`config.mk`:
```
export PLATFORM = sky130hd
export DESIGN_NAME = mac_driver_flat
export DESIGN_NICKNAME = d
export VERILOG_FILES = /design/src/rtl/mac_driver_if.sv /design/src/rtl/mac_driver.sv /design/src/flat_wrapper.sv
export SDC_FILE = /design/constraint.sdc
export NUM_CORES = 1
export LEC_CHECK = 0
export ABC_AREA = 1
export BUFFER_PORTS_ARGS = -buffer_cell sky130_fd_sc_hd__buf_2
export CAP_MARGIN = 10
export CORE_UTILIZATION = 58
export CTS_CLUSTER_SIZE = 24
export DETAILED_ROUTE_END_ITERATION = 7
export HOLD_SLACK_MARGIN = 0.03
export PLACE_DENSITY = 0.87
export REMOVE_ABC_BUFFERS = 1
export SETUP_SLACK_MARGIN = 0.15
export SYNTH_ARGS = -nofsm -noshare
export SYNTH_HDL_FRONTEND = slang
export SYNTH_SLANG_ARGS = --single-unit
```
`constraint.sdc`:
```
create_clock -name clk -period 2.6 [get_ports clk]
set_clock_uncertainty 0.1 [all_clocks]
set_input_delay 0.39 -clock clk [delete_from_list [all_inputs] [get_ports clk]]
set_output_delay 0.39 -clock clk [all_outputs]
set_load 0.02 [all_outputs]
```
`src/rtl/mac_driver_if.sv`:
```
// Operand/product handshake between the batch driver and an external multiply unit.
interface mac_driver_if;
  logic [3:0] in1_IFM;
  logic [3:0] in2_IFM;
  logic       in_valid;
  logic [9:0] mac_out;
  logic       mac_out_valid;

  modport master (
    output in1_IFM, in2_IFM, in_valid,
    input  mac_out, mac_out_valid
  );

  modport slave (
    input  in1_IFM, in2_IFM, in_valid,
    output mac_out, mac_out_valid
  );
endinterface

```
`src/rtl/mac_driver.sv`:
```
// Queues operand pairs and drains them one at a time through an external MAC,
// accumulating the products of a batch and aborting if a result never arrives.
module mac_driver #(
  parameter int DEPTH   = 8,
  parameter int TIMEOUT = 15
) (
  input  logic         clk,
  input  logic         rst_n,
  input  logic         wr_en,
  input  logic [3:0]   wr_in1,
  input  logic [3:0]   wr_in2,
  input  logic         start,
  output logic         full,
  output logic         empty,
  mac_driver_if.master mac,
  output logic [9:0]   res,
  output logic         res_valid,
  output logic [13:0]  acc,
  output logic         busy,
  output logic         done,
  output logic         timeout_err
);

  localparam int AW = $clog2(DEPTH);
  localparam int TW = $clog2(TIMEOUT + 1);

  typedef enum logic [1:0] {IDLE, ISSUE, WAIT, DONE} state_e;

  state_e        state_q;
  logic [7:0]    mem_q [DEPTH];
  logic [AW-1:0] wr_ptr_q, rd_ptr_q;
  logic [AW:0]   count_q, count_d;
  logic [TW-1:0] timer_q;
  logic [9:0]    res_q;
  logic          res_valid_q;
  logic [13:0]   acc_q;
  logic          done_q;
  logic          timeout_err_q;
  logic          push, pop;

  assign full  = (count_q == (AW+1)'(DEPTH));
  assign empty = (count_q == '0);
  assign push  = wr_en && !full;
  assign pop   = (state_q == ISSUE);

  always_comb begin
    // NOTE: default assignment first so every path assigns count_d and no latch is inferred.
    count_d = count_q;
    if (push && !pop)
      count_d = count_q + (AW+1)'(1);
    else if (pop && !push)
      count_d = count_q - (AW+1)'(1);
  end

  // NOTE: the storage array has no reset; pointers and count alone define which entries are live.
  always_ff @(posedge clk) begin
    if (push)
      mem_q[wr_ptr_q] <= {wr_in1, wr_in2};
  end

  always_ff @(posedge clk) begin
    if (rst_n) begin
      // NOTE: all state uses non-blocking assignment so every register samples pre-edge values.
      state_q       <= IDLE;
      wr_ptr_q      <= '0;
      rd_ptr_q      <= '0;
      count_q       <= '0;
      timer_q       <= '0;
      res_q         <= '0;
      res_valid_q   <= 1'b0;
      acc_q         <= '0;
      done_q        <= 1'b0;
      timeout_err_q <= 1'b0;
    end else begin
      if (push) wr_ptr_q <= wr_ptr_q + AW'(1);
      if (pop)  rd_ptr_q <= rd_ptr_q + AW'(1);
      count_q     <= count_d;
      res_valid_q <= 1'b0;
      done_q      <= (state_q == DONE);

      case (state_q)
        IDLE: begin
          if (start) begin
            acc_q <= '0;
            if (!empty) begin
              timeout_err_q <= 1'b0;
              state_q       <= ISSUE;
            end else begin
              state_q <= DONE;
            end
          end
        end
        ISSUE: begin
          timer_q <= '0;
          state_q <= WAIT;
        end
        WAIT: begin
          // Decision uses the pre-edge count: a pair pushed this very cycle is picked up next round.
          if (mac.mac_out_valid) begin
            res_q       <= mac.mac_out;
            res_valid_q <= 1'b1;
            acc_q       <= acc_q + {4'b0000, mac.mac_out};
            state_q     <= empty ? DONE : ISSUE;
          end else if (timer_q == TW'(TIMEOUT - 1)) begin
            timeout_err_q <= 1'b1;
            state_q       <= DONE;
          end else begin
            timer_q <= timer_q + TW'(1);
          end
        end
        DONE:    state_q <= IDLE;
        default: state_q <= IDLE;
      endcase
    end
  end

  assign mac.in_valid = pop;
  assign mac.in1_IFM  = pop ? mem_q[rd_ptr_q][7:4] : 4'h0;
  assign mac.in2_IFM  = pop ? mem_q[rd_ptr_q][3:0] : 4'h0;

  assign res         = res_q;
  assign res_valid   = res_valid_q;
  assign acc         = acc_q;
  assign busy        = (state_q != IDLE);
  assign done        = done_q;
  assign timeout_err = timeout_err_q;

endmodule

```
`src/flat_wrapper.sv`:
```
// flat-port wrapper written by rule: the top's interface ports become plain ports
module mac_driver_flat 
#(
  parameter int DEPTH   = 8,
  parameter int TIMEOUT = 15
)
  (clk, rst_n, wr_en, wr_in1, wr_in2, start, full, empty, res, res_valid, acc, busy, done, timeout_err, mac_in1_IFM, mac_in2_IFM, mac_in_valid, mac_mac_out, mac_mac_out_valid);
  mac_driver_if mac_i ();
  input  logic clk;
  input  logic rst_n;
  input  logic wr_en;
  input  logic [3:0] wr_in1;
  input  logic [3:0] wr_in2;
  input  logic start;
  output logic full;
  output logic empty;
  output logic [9:0] res;
  output logic res_valid;
  output logic [13:0] acc;
  output logic busy;
  output logic done;
  output logic timeout_err;
  output wire logic [$bits(mac_i.in1_IFM)-1:0] mac_in1_IFM;
  output wire logic [$bits(mac_i.in2_IFM)-1:0] mac_in2_IFM;
  output wire logic [$bits(mac_i.in_valid)-1:0] mac_in_valid;
  input wire logic [$bits(mac_i.mac_out)-1:0] mac_mac_out;
  input wire logic [$bits(mac_i.mac_out_valid)-1:0] mac_mac_out_valid;
  assign mac_in1_IFM = mac_i.in1_IFM;
  assign mac_in2_IFM = mac_i.in2_IFM;
  assign mac_in_valid = mac_i.in_valid;
  assign mac_i.mac_out = mac_mac_out;
  assign mac_i.mac_out_valid = mac_mac_out_valid;
  mac_driver #(.DEPTH(DEPTH), .TIMEOUT(TIMEOUT)) u_core (.clk(clk), .rst_n(rst_n), .wr_en(wr_en), .wr_in1(wr_in1), .wr_in2(wr_in2), .start(start), .full(full), .empty(empty), .mac(mac_i), .res(res), .res_valid(res_valid), .acc(acc), .busy(busy), .done(done), .timeout_err(timeout_err));
endmodule
```
# Word level (Yosys, flattened, before mapping)
# Memories as Yosys holds them, arrays and structs flattened. A register that Yosys moved wholly into a read port is not among the register bits.
# Index checks and enable logic that the tools add are counted.
[totals]
ff_bits = 43
mem_bits_rw = 64
inputBits = 23
out_inout_bits = 39
elab_cells = 73
memories = 1
[classes]
n_addsub = 6
eq_ne = 12
muxes = 25
n_bitwise = 1
n_reduce_logical = 18
[memory_table]
columns = ["memory", "depth", "word_bits", "rd", "rd_ports_with_merged_regs", "write_ports", "line_no", "text"]
rows = [
  ["u_core.mem_q", 8, 8, 1, 1, 1, "mac_driver.sv:30", "logic [7:0] mem_q [DEPTH];"],
]
[op_table]
columns = ["op", "n"]
rows = [
  ["14-bit two-way mux", 2],
  ["14-bit case mux with 2 select lines", 1],
  ["4-bit two-way mux", 6],
  ["14-bit by 10-bit adder with 14-bit output", 1],
  ["2-bit != test (second input constant)", 5],
  ["4-bit by 1-bit adder with 4-bit output (second input constant)", 2],
  ["4-bit == test (second input constant)", 2],
  ["2-bit two-way mux", 4],
  ["2-bit case mux with 4 select lines", 1],
  ["4-bit case mux with 2 select lines", 1],
  ["2-bit nonzero test", 4],
  ["1-bit two-way mux", 7],
  ["3-bit by 1-bit adder with 3-bit output (second input constant)", 2],
  ["3-bit two-way mux", 2],
  ["3-bit AND reduction", 2],
  ["5-bit AND reduction", 1],
  ["2-bit == test (second input constant)", 2],
  ["4-bit zero test", 1],
  ["2-bit AND reduction", 2],
  ["4-bit by 1-bit subtractor with 4-bit output (second input constant)", 1],
  ["1-bit logical AND", 3],
  ["1-bit zero test", 3],
  ["3-bit by 2-bit != test with 1-bit output (second input constant)", 1],
  ["2-bit by 1-bit == test with 1-bit output (second input constant)", 1],
  ["other kinds (5)", 5],
]

# Depth between registers and ports, before layout
# Gate-level depths: netlist of the first run.
[depth]
depth_word = 7
mapped_depth = 14
depth_no_buf = 14

# Worst setup path after synthesis of the first run
# No wires, ideal clock.
[synth_timing]
path_kind = "flip-flop to flip-flop"
from = "register u_core.state_q[0]"
to = "register u_core.count_q[3]"
setup_ps = 113
arrival_time_ps = 1922
t_required_ps = 2387
slack_ps = 465
stages_incl_launch_ff = 13
path_buffers = 0
period_less_slack_ps = 2135
path_cell_list = "dfxtp_1 > inv_1 > nor2_2 > inv_1 > ha_1 > inv_1 > ha_1 > a21oi_1 > nand2_1 > a21oi_1 > o21ai_0 > nor2_1 > nor2_1"
[synth_via]
elab_chain_len = 4
word_cells_on_any_way = 6
classes_between = "1 x eq/ne; 1 x mux; 4 x reduce/logical"
[synth_rtl]
columns = ["element", "line_no", "text"]
rows = [
  ["start, declared", "mac_driver.sv:29", "state_e state_q;"],
  ["start signal, assigned", "mac_driver.sv:103", "state_q <= empty ? DONE : ISSUE;"],
  ["2-bit by 1-bit == test with 1-bit output (*)", "mac_driver.sv:44", "assign pop = (state_q == ISSUE);"],
  ["1-bit zero test", "mac_driver.sv:49", "if (push && !pop)"],
  ["1-bit logical AND", "mac_driver.sv:49", ""],
  ["4-bit two-way mux or 2-bit nonzero test (tied branches)", "-", ""],
  ["end signal, assigned", "mac_driver.sv:77", "count_q <= count_d;"],
  ["end, declared", "mac_driver.sv:32", "logic [AW:0] count_q, count_d;"],
]
# Mark *: on every way between the ends. The rest lies on a longest branch, timed or not.
# A chain may end at the register's enable or synchronous reset.

# Worst setup path in the final report of the first run
[layout_timing]
from = "register u_core.count_q[0]"
to = "register u_core.count_q[3]"
[layout_via]
elab_chain_len = 6
word_cells_on_any_way = 11
classes_between = "2 x add/sub; 1 x eq/ne; 2 x mux; 6 x reduce/logical"
[layout_rtl]
columns = ["element", "line_no", "text"]
rows = [
  ["4-bit == test (*)", "mac_driver.sv:41", "assign full = (count_q == (AW+1)'(DEPTH));"],
  ["1-bit zero test (*)", "mac_driver.sv:43", "assign push = wr_en && !full;"],
  ["1-bit logical AND (*)", "mac_driver.sv:43", ""],
  ["via u_core.push", "mac_driver.sv:39", "logic push, pop;"],
  ["1-bit zero test", "mac_driver.sv:51", "else if (pop && !push)"],
  ["1-bit logical AND", "mac_driver.sv:51", ""],
  ["2-bit nonzero test (no source line)", "-", ""],
]
# Mark *: on every way through the listed nets, which the timed path passes. The rest lies on a longest branch. The select of a mux whose other input is x is not followed.

==> results of run 1 <==
## synth_stat cells, drive strengths merged
| library cell | n | area, um2 |
|---|---|---|
| o21bai | 3 | 22.5 |
| o21ai | 65 | 325 |
| nor3 | 4 | 31.3 |
| nand3 | 27 | 135 |
| nand3b | 3 | 22.5 |
| a31oi | 8 | 50.1 |
| xor2 | 1 | 8.76 |
| nand2 | 80 | 300 |
| ha | 17 | 213 |
| fa | 2 | 40.0 |
| edfxtp | 64 | 1920 |
| nor3b | 1 | 7.51 |
| a211oi | 1 | 7.51 |
| a21o | 1 | 7.51 |
| dfxtp | 46 | 921 |
| nor2 | 110 | 425 |
| and3 | 1 | 6.26 |
| and2 | 2 | 12.5 |
| o211ai | 1 | 7.51 |
| o21a | 1 | 7.51 |
| a21oi | 38 | 190 |
| o22ai | 8 | 50.1 |
| nand4 | 1 | 6.26 |
| buf | 4 | 20.0 |
| or2 | 1 | 6.26 |
| clkbuf | 13 | 48.8 |
| inv | 46 | 173 |
## critical path, delay by kind of cell (launching register included)
kind	cells	cell delay [ns]
fa+ha+maj	2	0.50
flops	1	0.37
simple gates	7	0.70
buf+inv	2	0.19
compound gates	3	0.44
## kinds of logic (layout without fill, tap and decap cells)
group | Yosys count | in the layout | synth area share
and+or+nand+nor | 230 | 230 | 0.192
AOI/OAI and AO/OA | 126 | 126 | 0.135
DFF | 110 | 110 | 0.572
buffers and inverters | 63 | 138 | 0.0486
adders and majority gates | 19 | 19 | 0.0509
xor gates and xnor gates | 1 | 1 | 0.00176
## report_power, final
group          internal, mW  switching (mW)
clock network         0.458           0.584
logic                 0.510            1.06
registers              2.03           0.127
total                  3.00            1.77
## cells in the final DEF, fill, tap and decap left out, drive strengths merged, types with 2 or more instances in the layout
cell type	count
clkbuf	9
clkinv	3
dfxtp	46
a21oi	38
edfxtp	64
a31oi	8
o21bai	3
inv	49
buf	76
ha	17
and2	2
nand2	80
nand3b	3
nor2	110
fa	2
nand3	27
o22ai	8
o21ai	65
nor3	4
## flip-flops by register name, indices dropped and copies added (netlist names), named ones only
name and count:
u_core.mem_q 64, u_core.acc 14, u_core.res 10, u_core.count_q 4
u_core.timer_q 4, u_core.rd_ptr_q 3, u_core.wr_ptr_q 3, u_core.state_q 2
u_core.done 1, u_core.res_valid 1, u_core.timeout_err 1
## timing repair
action                     CTS  global route
hold endpoints to repair     0             0
gates resized for setup      1             7
buffers inserted             0             0
setup endpoints to repair    1             5
## layout make-up
cell class | instances | area, um2 | share of cell area
Tap cell | 105 | 131 | 0.0232
Clock inverter | 7 | 77.6 | 0.0137
Sequential cell | 110 | 2850 | 0.502
Inverter | 46 | 173 | 0.0305
Clock buffer | 9 | 124 | 0.0219
Multi-Input combinational cell | 376 | 1890 | 0.333
Timing Repair Buffer | 76 | 425 | 0.0751
## stage by stage
| step | cells | setup WS [ns] | util | total power [mW] | hold WS (ns) |
|---|---|---|---|---|---|
| finish | 729 | 0.264 | 0.686 | 4.76 | 0.166 |
| global route | 729 | 0.0807 | 0.686 | 5.02 | 0.166 |
| CTS | 729 | 0.177 | 0.684 | 4.74 | 0.156 |
| detailed placement | 713 | 0.222 | 0.660 | 3.72 | 0.366 |
| global placement | 713 | 0.368 | 0.660 | 3.64 | 0.343 |
| floorplan | 532 | 0.0983 | - | 3.21 | 0.333 |
## worst max-delay path by stage
stage,to,slack [ns],depth (start not counted)
after floorplan,u_core.count_q[3]$_SDFFE_PP0P_,0.1,12
after global placement,u_core.count_q[3]$_SDFFE_PP0P_,0.37,13
after detailed placement,u_core.count_q[3]$_SDFFE_PP0P_,0.22,14
after CTS,u_core.count_q[3]$_SDFFE_PP0P_,0.18,14
final,u_core.count_q[3]$_SDFFE_PP0P_,0.26,14
after global routing,u_core.count_q[3]$_SDFFE_PP0P_,0.08,14
## per-layer routing
metal / GRT usage / up-vias
met5: 0 / -
met4: 0.136 / 0
met3: 0.0362 / 29
met2: 0.431 / 169
met1: 0.306 / 1917
li1: - / 2000
==> flow_summary.rst, run 1 <==
.. list-table::
   :header-rows: 1

   * - Metric
     - Value
   * - Run status
     - finished clean
   * - Core outline area
     - 8260 um2
   * - Gate Count Post-Synth
     - between 500 and 600
   * - Width of the chip
     - between 90 and 100 um
   * - Depth of the most critical reg-to-reg path
     - 14
   * - Routed wire length on met2
     - between 5000 and 6000 um
   * - Cells along the critical path
     - nor2_2, nand3_1, nand2_2, inv_1, ha_1, inv_2, ha_1, a21oi_1, nand2_1, a21oi_1, o21ai_0, nand2_1, nand2_1, nor2_1
   * - Instance area after placement
     - 5450 um2
   * - Maximum Capacitance Violations
     - 0
   * - Total power divided by cell area
     - between 800 and 900 nW/um2
   * - Required time of the worst setup path
     - 2.81 ns
   * - Max frequency
     - approximately 430 MHz
   * - Number of vias after detailed routing
     - between 4,000 and 5,000
   * - Arrival time of data at the critical path endpoint
     - around 2.6 ns
   * - Hold Crit Class
     - in -> reg
   * - Final hold violation count
     - 0
   * - Initial antenna violation count
     - 0
   * - Via count of the first global-routing pass
     - about 3,800
   * - Antenna violation net count after detailed routing
     - 0
   * - Summed negative setup slack over all endpoints
     - 0 ns
   * - Count of final max-slew check failures
     - 0
   * - P_leak
     - between 2 and 2.5 nW
   * - Clock slew seen by the registers of the worst setup and hold paths
     - about 0.10 ns
   * - Share of cells above drive strength 1
     - 0.168
   * - First-pass GRT wire length
     - 17,000 um
   * - Root buffer cell
     - sky130_fd_sc_hd__clkbuf_8
   * - Actual slew at the worst max-slew pin
     - between 0.6 and 0.7 ns
   * - Unrepaired setup endpoints after global routing
     - true
   * - Hold depth
     - 3
   * - # H-tree levels
     - 3
   * - Max_slew headroom
     - 0.570
   * - Distinct cells, synth
     - 34
   * - Sum of overflow across all layers after global routing
     - 0
   * - Per-cell routed wire length
     - roughly 15 um
   * - R2R Setup Slk
     - about 0.26 ns
   * - Largest stage delay on the critical path
     - between 0.3 and 0.4 ns
   * - Critical path type
     - reg -> reg
   * - Largest net degree at the start of global routing
     - 33
   * - Number of input and output port buffers inserted
     - approximately 60
   * - DP Wirelength
     - around 7400 um
   * - First drt pass iteration count
     - 5
   * - Routed met3 length
     - just under 600 um
   * - Number of nets in the layout
     - 661
   * - Y dimension of the die
     - roughly 95 um
   * - # DRC
     - 0
   * - Netlist area before placement
     - 4970 um2
   * - FF-to-FF End
     - u_core.count_q[3]$_SDFFE_PP0P_
   * - Share of the cycle needed by the critical path after routing
     - 0.898
   * - Number of DRC markers after the initial detailed-route iteration
     - between 200 and 250
   * - Length of routed wiring on met1
     - about 4500 um
   * - Area of the die
     - a little under 9000 um2
   * - Worst Setup Start Kind
     - flip-flop
   * - Total detailed-routing wirelength
     - between 10,000 and 15,000 um
   * - Critical path's most frequent cell
     - sky130_fd_sc_hd__nand2_1
   * - Layout area overhead
     - 14.0%
   * - Ant diodes
     - 0
   * - Worst setup startpoint
     - u_core.count_q[0]$_SDFFE_PP0P_
   * - WHS Endpoint
     - u_core.res[7]$_SDFFE_PP0P_
   * - Post-route cell area
     - 5660 um2
   * - Worst-Skew Late Latency
     - ~0.37 ns
   * - Hold-fix buffers, CTS
     - 0
   * - Inserted Clock Buffers
     - 9
   * - Post-synthesis average cell area
     - a little over 9 um2
   * - Routability cong.
     - around 0.90
   * - Slowest cell on crit path
     - sky130_fd_sc_hd__dfxtp_1
   * - Critical Path Fanout Max
     - 5
   * - Element type at the critical path end
     - flip-flop
   * - Number of inserted filler cells in the final layout
     - roughly 630
   * - Count of clock tree sinks
     - 110
   * - Number of warning messages in the yosys log
     - 0
   * - TritonCTS clock tree
     - done
   * - Worst reg2reg startpoint
     - u_core.count_q[0]$_SDFFE_PP0P_
   * - Register bit count reported by yosys
     - between 100 and 150
   * - Max layer used
     - met4
   * - Portion of the post-synthesis area used by sequential elements
     - 0.572
   * - Final count of negative-setup-slack endpoints
     - 0
   * - Top Ports
     - 62
   * - Max Root-Sink Buffers
     - 2
   * - Cell Rows
     - 33
   * - Initial core utilization
     - 0.602
   * - Avg Vias per Cell
     - between 5 and 6
   * - GR Util All Layers
     - 0.251
   * - Hold Crit Start
     - mac_mac_out[7]
   * - Time the final worst path needs with I/O delays and setup
     - around 2.3 ns
   * - Peak ir drop on the vdd network
     - about 0.48 mV
Note: power is estimated with default switching activity, not from simulation.
==> inputs of run 2 (changes only) <==
--- a/config.mk
+++ b/config.mk
@@ -8,6 +8,7 @@
 export ABC_AREA = 1
 export BUFFER_PORTS_ARGS = -buffer_cell sky130_fd_sc_hd__buf_2
 export CAP_MARGIN = 10
+export CORE_ASPECT_RATIO = 0.7
 export CORE_UTILIZATION = 58
 export CTS_CLUSTER_SIZE = 24
 export DETAILED_ROUTE_END_ITERATION = 7
==> run 2 against run 1 <==
Utilization up 3.2 points. Sequential cell count unchanged. Sequential power about the same. Count of clock-buffer cells in the layout up 2.
==> flow_summary.rst, run 2 (synthesized netlist as in run 1, its figures left out) <==
.. list-table::
   :header-rows: 1

   * - Metric
     - Value
   * - Run status
     - finished clean
   * - First drt pass iteration count
     - 6
   * - Total detailed-routing wirelength
     - approximately 12,000 um
   * - Per-cell routed wire length
     - 16.4 um
   * - Final count of negative-setup-slack endpoints
     - 0
   * - Cell Rows
     - 27
   * - Largest register by flop count
     - u_core.mem_q
   * - Required time of the worst setup path
     - ~2.1 ns
   * - Number of input and output port buffers inserted
     - 61
   * - Peak ir drop on the vdd network
     - approximately 0.44 mV
   * - Hold Crit Class
     - in -> reg
   * - Worst Setup Start Kind
     - flip-flop
   * - Top Ports
     - 62
   * - Top library cells by usage in the layout, fill and taps aside
     - sky130_fd_sc_hd__nor2_1, sky130_fd_sc_hd__nand2_1, sky130_fd_sc_hd__edfxtp_1, sky130_fd_sc_hd__o21ai_0, sky130_fd_sc_hd__buf_2
   * - Total power divided by cell area
     - about 910 nW/um2
   * - End point of the critical path
     - mac_in2_IFM[3]
   * - Initial antenna violation count
     - 0
   * - Count of clock tree sinks
     - 110
   * - Clock slew seen by the registers of the worst setup and hold paths
     - ~0.070 ns
   * - Largest stage delay on the critical path
     - 0.41 ns
   * - Avg Vias per Cell
     - ~5.7
   * - Max_slew headroom
     - 0.574
   * - Number of inserted filler cells in the final layout
     - 563
   * - Antenna violation net count after detailed routing
     - 0
   * - TritonCTS clock tree
     - done
   * - Width of the chip
     - 113 um
   * - Most common cell after layout, fill and taps aside
     - sky130_fd_sc_hd__nor2_1
   * - Actual slew at the worst max-slew pin
     - between 0.6 and 0.7 ns
   * - Layout area overhead
     - 16.7%
   * - # H-tree levels
     - 3
   * - Root buffer cell
     - sky130_fd_sc_hd__clkbuf_16
   * - Element type at the critical path end
     - output port
   * - Critical path's most frequent cell
     - sky130_fd_sc_hd__o21ai_0
   * - Number of nets in the layout
     - between 600 and 700
   * - First-pass GRT wire length
     - around 19,000 um
   * - Final hold violation count
     - 0
   * - Y dimension of the die
     - approximately 79 um
   * - Max Root-Sink Buffers
     - 2
   * - # DRC
     - 0
   * - GR Util All Layers
     - 0.285
   * - Largest net degree at the start of global routing
     - 33
   * - Via count of the first global-routing pass
     - between 3,000 and 4,000
   * - Count of final max-slew check failures
     - 0
   * - Instance area after placement
     - about 5500 um2
   * - Core outline area
     - approximately 8100 um2
   * - Worst reg2reg startpoint
     - u_core.state_q[0]$_SDFFE_PP0P_
   * - Worst-Skew Late Latency
     - 0.35 ns
   * - Final core utilization
     - 0.718
   * - Ant diodes
     - 0
   * - Depth of the most critical reg-to-reg path
     - 13
   * - Unrepaired setup endpoints after global routing
     - true
   * - P_leak
     - ~2.4 nW
   * - Number of vias after detailed routing
     - between 4,000 and 5,000
   * - Slowest cell on crit path
     - sky130_fd_sc_hd__dfxtp_1
   * - Time the final worst path needs with I/O delays and setup
     - around 2.4 ns
   * - Initial core utilization
     - 0.615
   * - Summed negative setup slack over all endpoints
     - 0 ns
   * - Sum of overflow across all layers after global routing
     - 0
   * - Hold Crit Start
     - mac_mac_out[6]
   * - Max frequency
     - ~420 MHz
   * - R2R Setup Slk
     - roughly 0.34 ns
   * - Critical path type
     - reg -> out
   * - Routability cong.
     - ~0.9
   * - Share of cells above drive strength 1
     - 0.168
   * - Number of DRC markers after the initial detailed-route iteration
     - ~400
   * - DP Wirelength
     - approximately 8000 um
   * - Share of the cycle needed by the critical path after routing
     - 0.916
   * - Arrival time of data at the critical path endpoint
     - between 1.5 and 2 ns
   * - Area of the die
     - between 8000 and 9000 um2
   * - Critical Path Fanout Max
     - 32
   * - Number of flip-flops under the largest register name
     - 64
   * - FF-to-FF End
     - u_core.count_q[3]$_SDFFE_PP0P_
   * - Inserted Clock Buffers
     - 9
   * - Post-route cell area
     - between 5000 and 6000 um2
   * - Maximum Capacitance Violations
     - 0
   * - Cells along the critical path
     - buf_8, o21ai_0, o22ai_1, o21ai_0, a31oi_1, buf_2
==> run 2: cell count changes in the layout (fill, tap and decap cells not counted), sizes merged <==
cell,before,now
bufinv,1,2
buf,76,78
clkinv,3,0
clkbuf,9,11
clkinvlp,0,2
inv,49,47
==> run 2: what timing repair did <==
action | CTS | global route
resized for setup | 2 | 10
cloned | 0 | 0
endpoints found under the setup margin | 2 | 9
pin swaps | 0 | 1
hold buffers | 0 | 0
setup buffers | 0 | 1
==> run 2: power breakdown <==
part / switching [mW] / internal (mW) / total, mW / leakage [nW]
clock network: 0.611 / 0.849 / 1.46 / 0.146
registers: 0.139 / 2.03 / 2.17 / 0.957
logic: 1.11 / 0.529 / 1.64 / 1.34
total: 1.86 / 3.41 / 5.26 / 2.44
==> run 2: area by class of cell <==
type	count	area, um2	area share
clock buffers	11	233	0.0402
clock inverters	5	83.8	0.0145
inverters	46	175	0.0302
multi-input cells	376	1890	0.326
flip-flops and latches	110	2850	0.491
well taps	101	126	0.0218
repair buffers	78	444	0.0766
==> run 2: critical path: cells and delay by family, from the launching register on <==
| kind | cells | cell delay [ns] |
|---|---|---|
| compound gates | 4 | 0.67 |
| buf+inv | 2 | 0.45 |
| flops | 1 | 0.41 |
==> run 2: worst min-delay path by stage <==
stage / end / slack (ns) / cells past startpoint
floorplan: flip-flop / 0.33 / 2
global placement: u_core.rd_ptr_q[2]$_SDFFE_PP0N_ / 0.34 / 2
detailed placement: u_core.rd_ptr_q[2]$_SDFFE_PP0N_ / 0.36 / 2
CTS: u_core.res[3]$_SDFFE_PP0P_ / 0.18 / 3
global route: u_core.res[3]$_SDFFE_PP0P_ / 0.18 / 3
finish: u_core.res[6]$_SDFFE_PP0P_ / 0.19 / 3
==> run 2: stage by stage <==
| stage | worst slack (ns) | cells | hold slack [ns] | power, mW |
|---|---|---|---|---|
| 3_5_place_dp | 0.181 | 710 | 0.359 | 3.76 |
| 5_1_grt | 0.135 | 727 | 0.184 | 5.54 |
| 6_report | 0.219 | 727 | 0.189 | 5.26 |
| 3_3_place_gp | 0.390 | 710 | 0.343 | 3.67 |
| 2_1_floorplan | 0.0983 | 532 | 0.333 | 3.21 |
| 4_1_cts | 0.200 | 726 | 0.180 | 5.22 |
==> run 2: routing by layer <==
layer	vias to the layer above	global-route usage	routed length, um
met1	1891	0.382	5020
met5	-	0	0
li1	2014	-	-
met4	0	0.103	277
met2	218	0.440	5430
met3	33	0.0896	1170
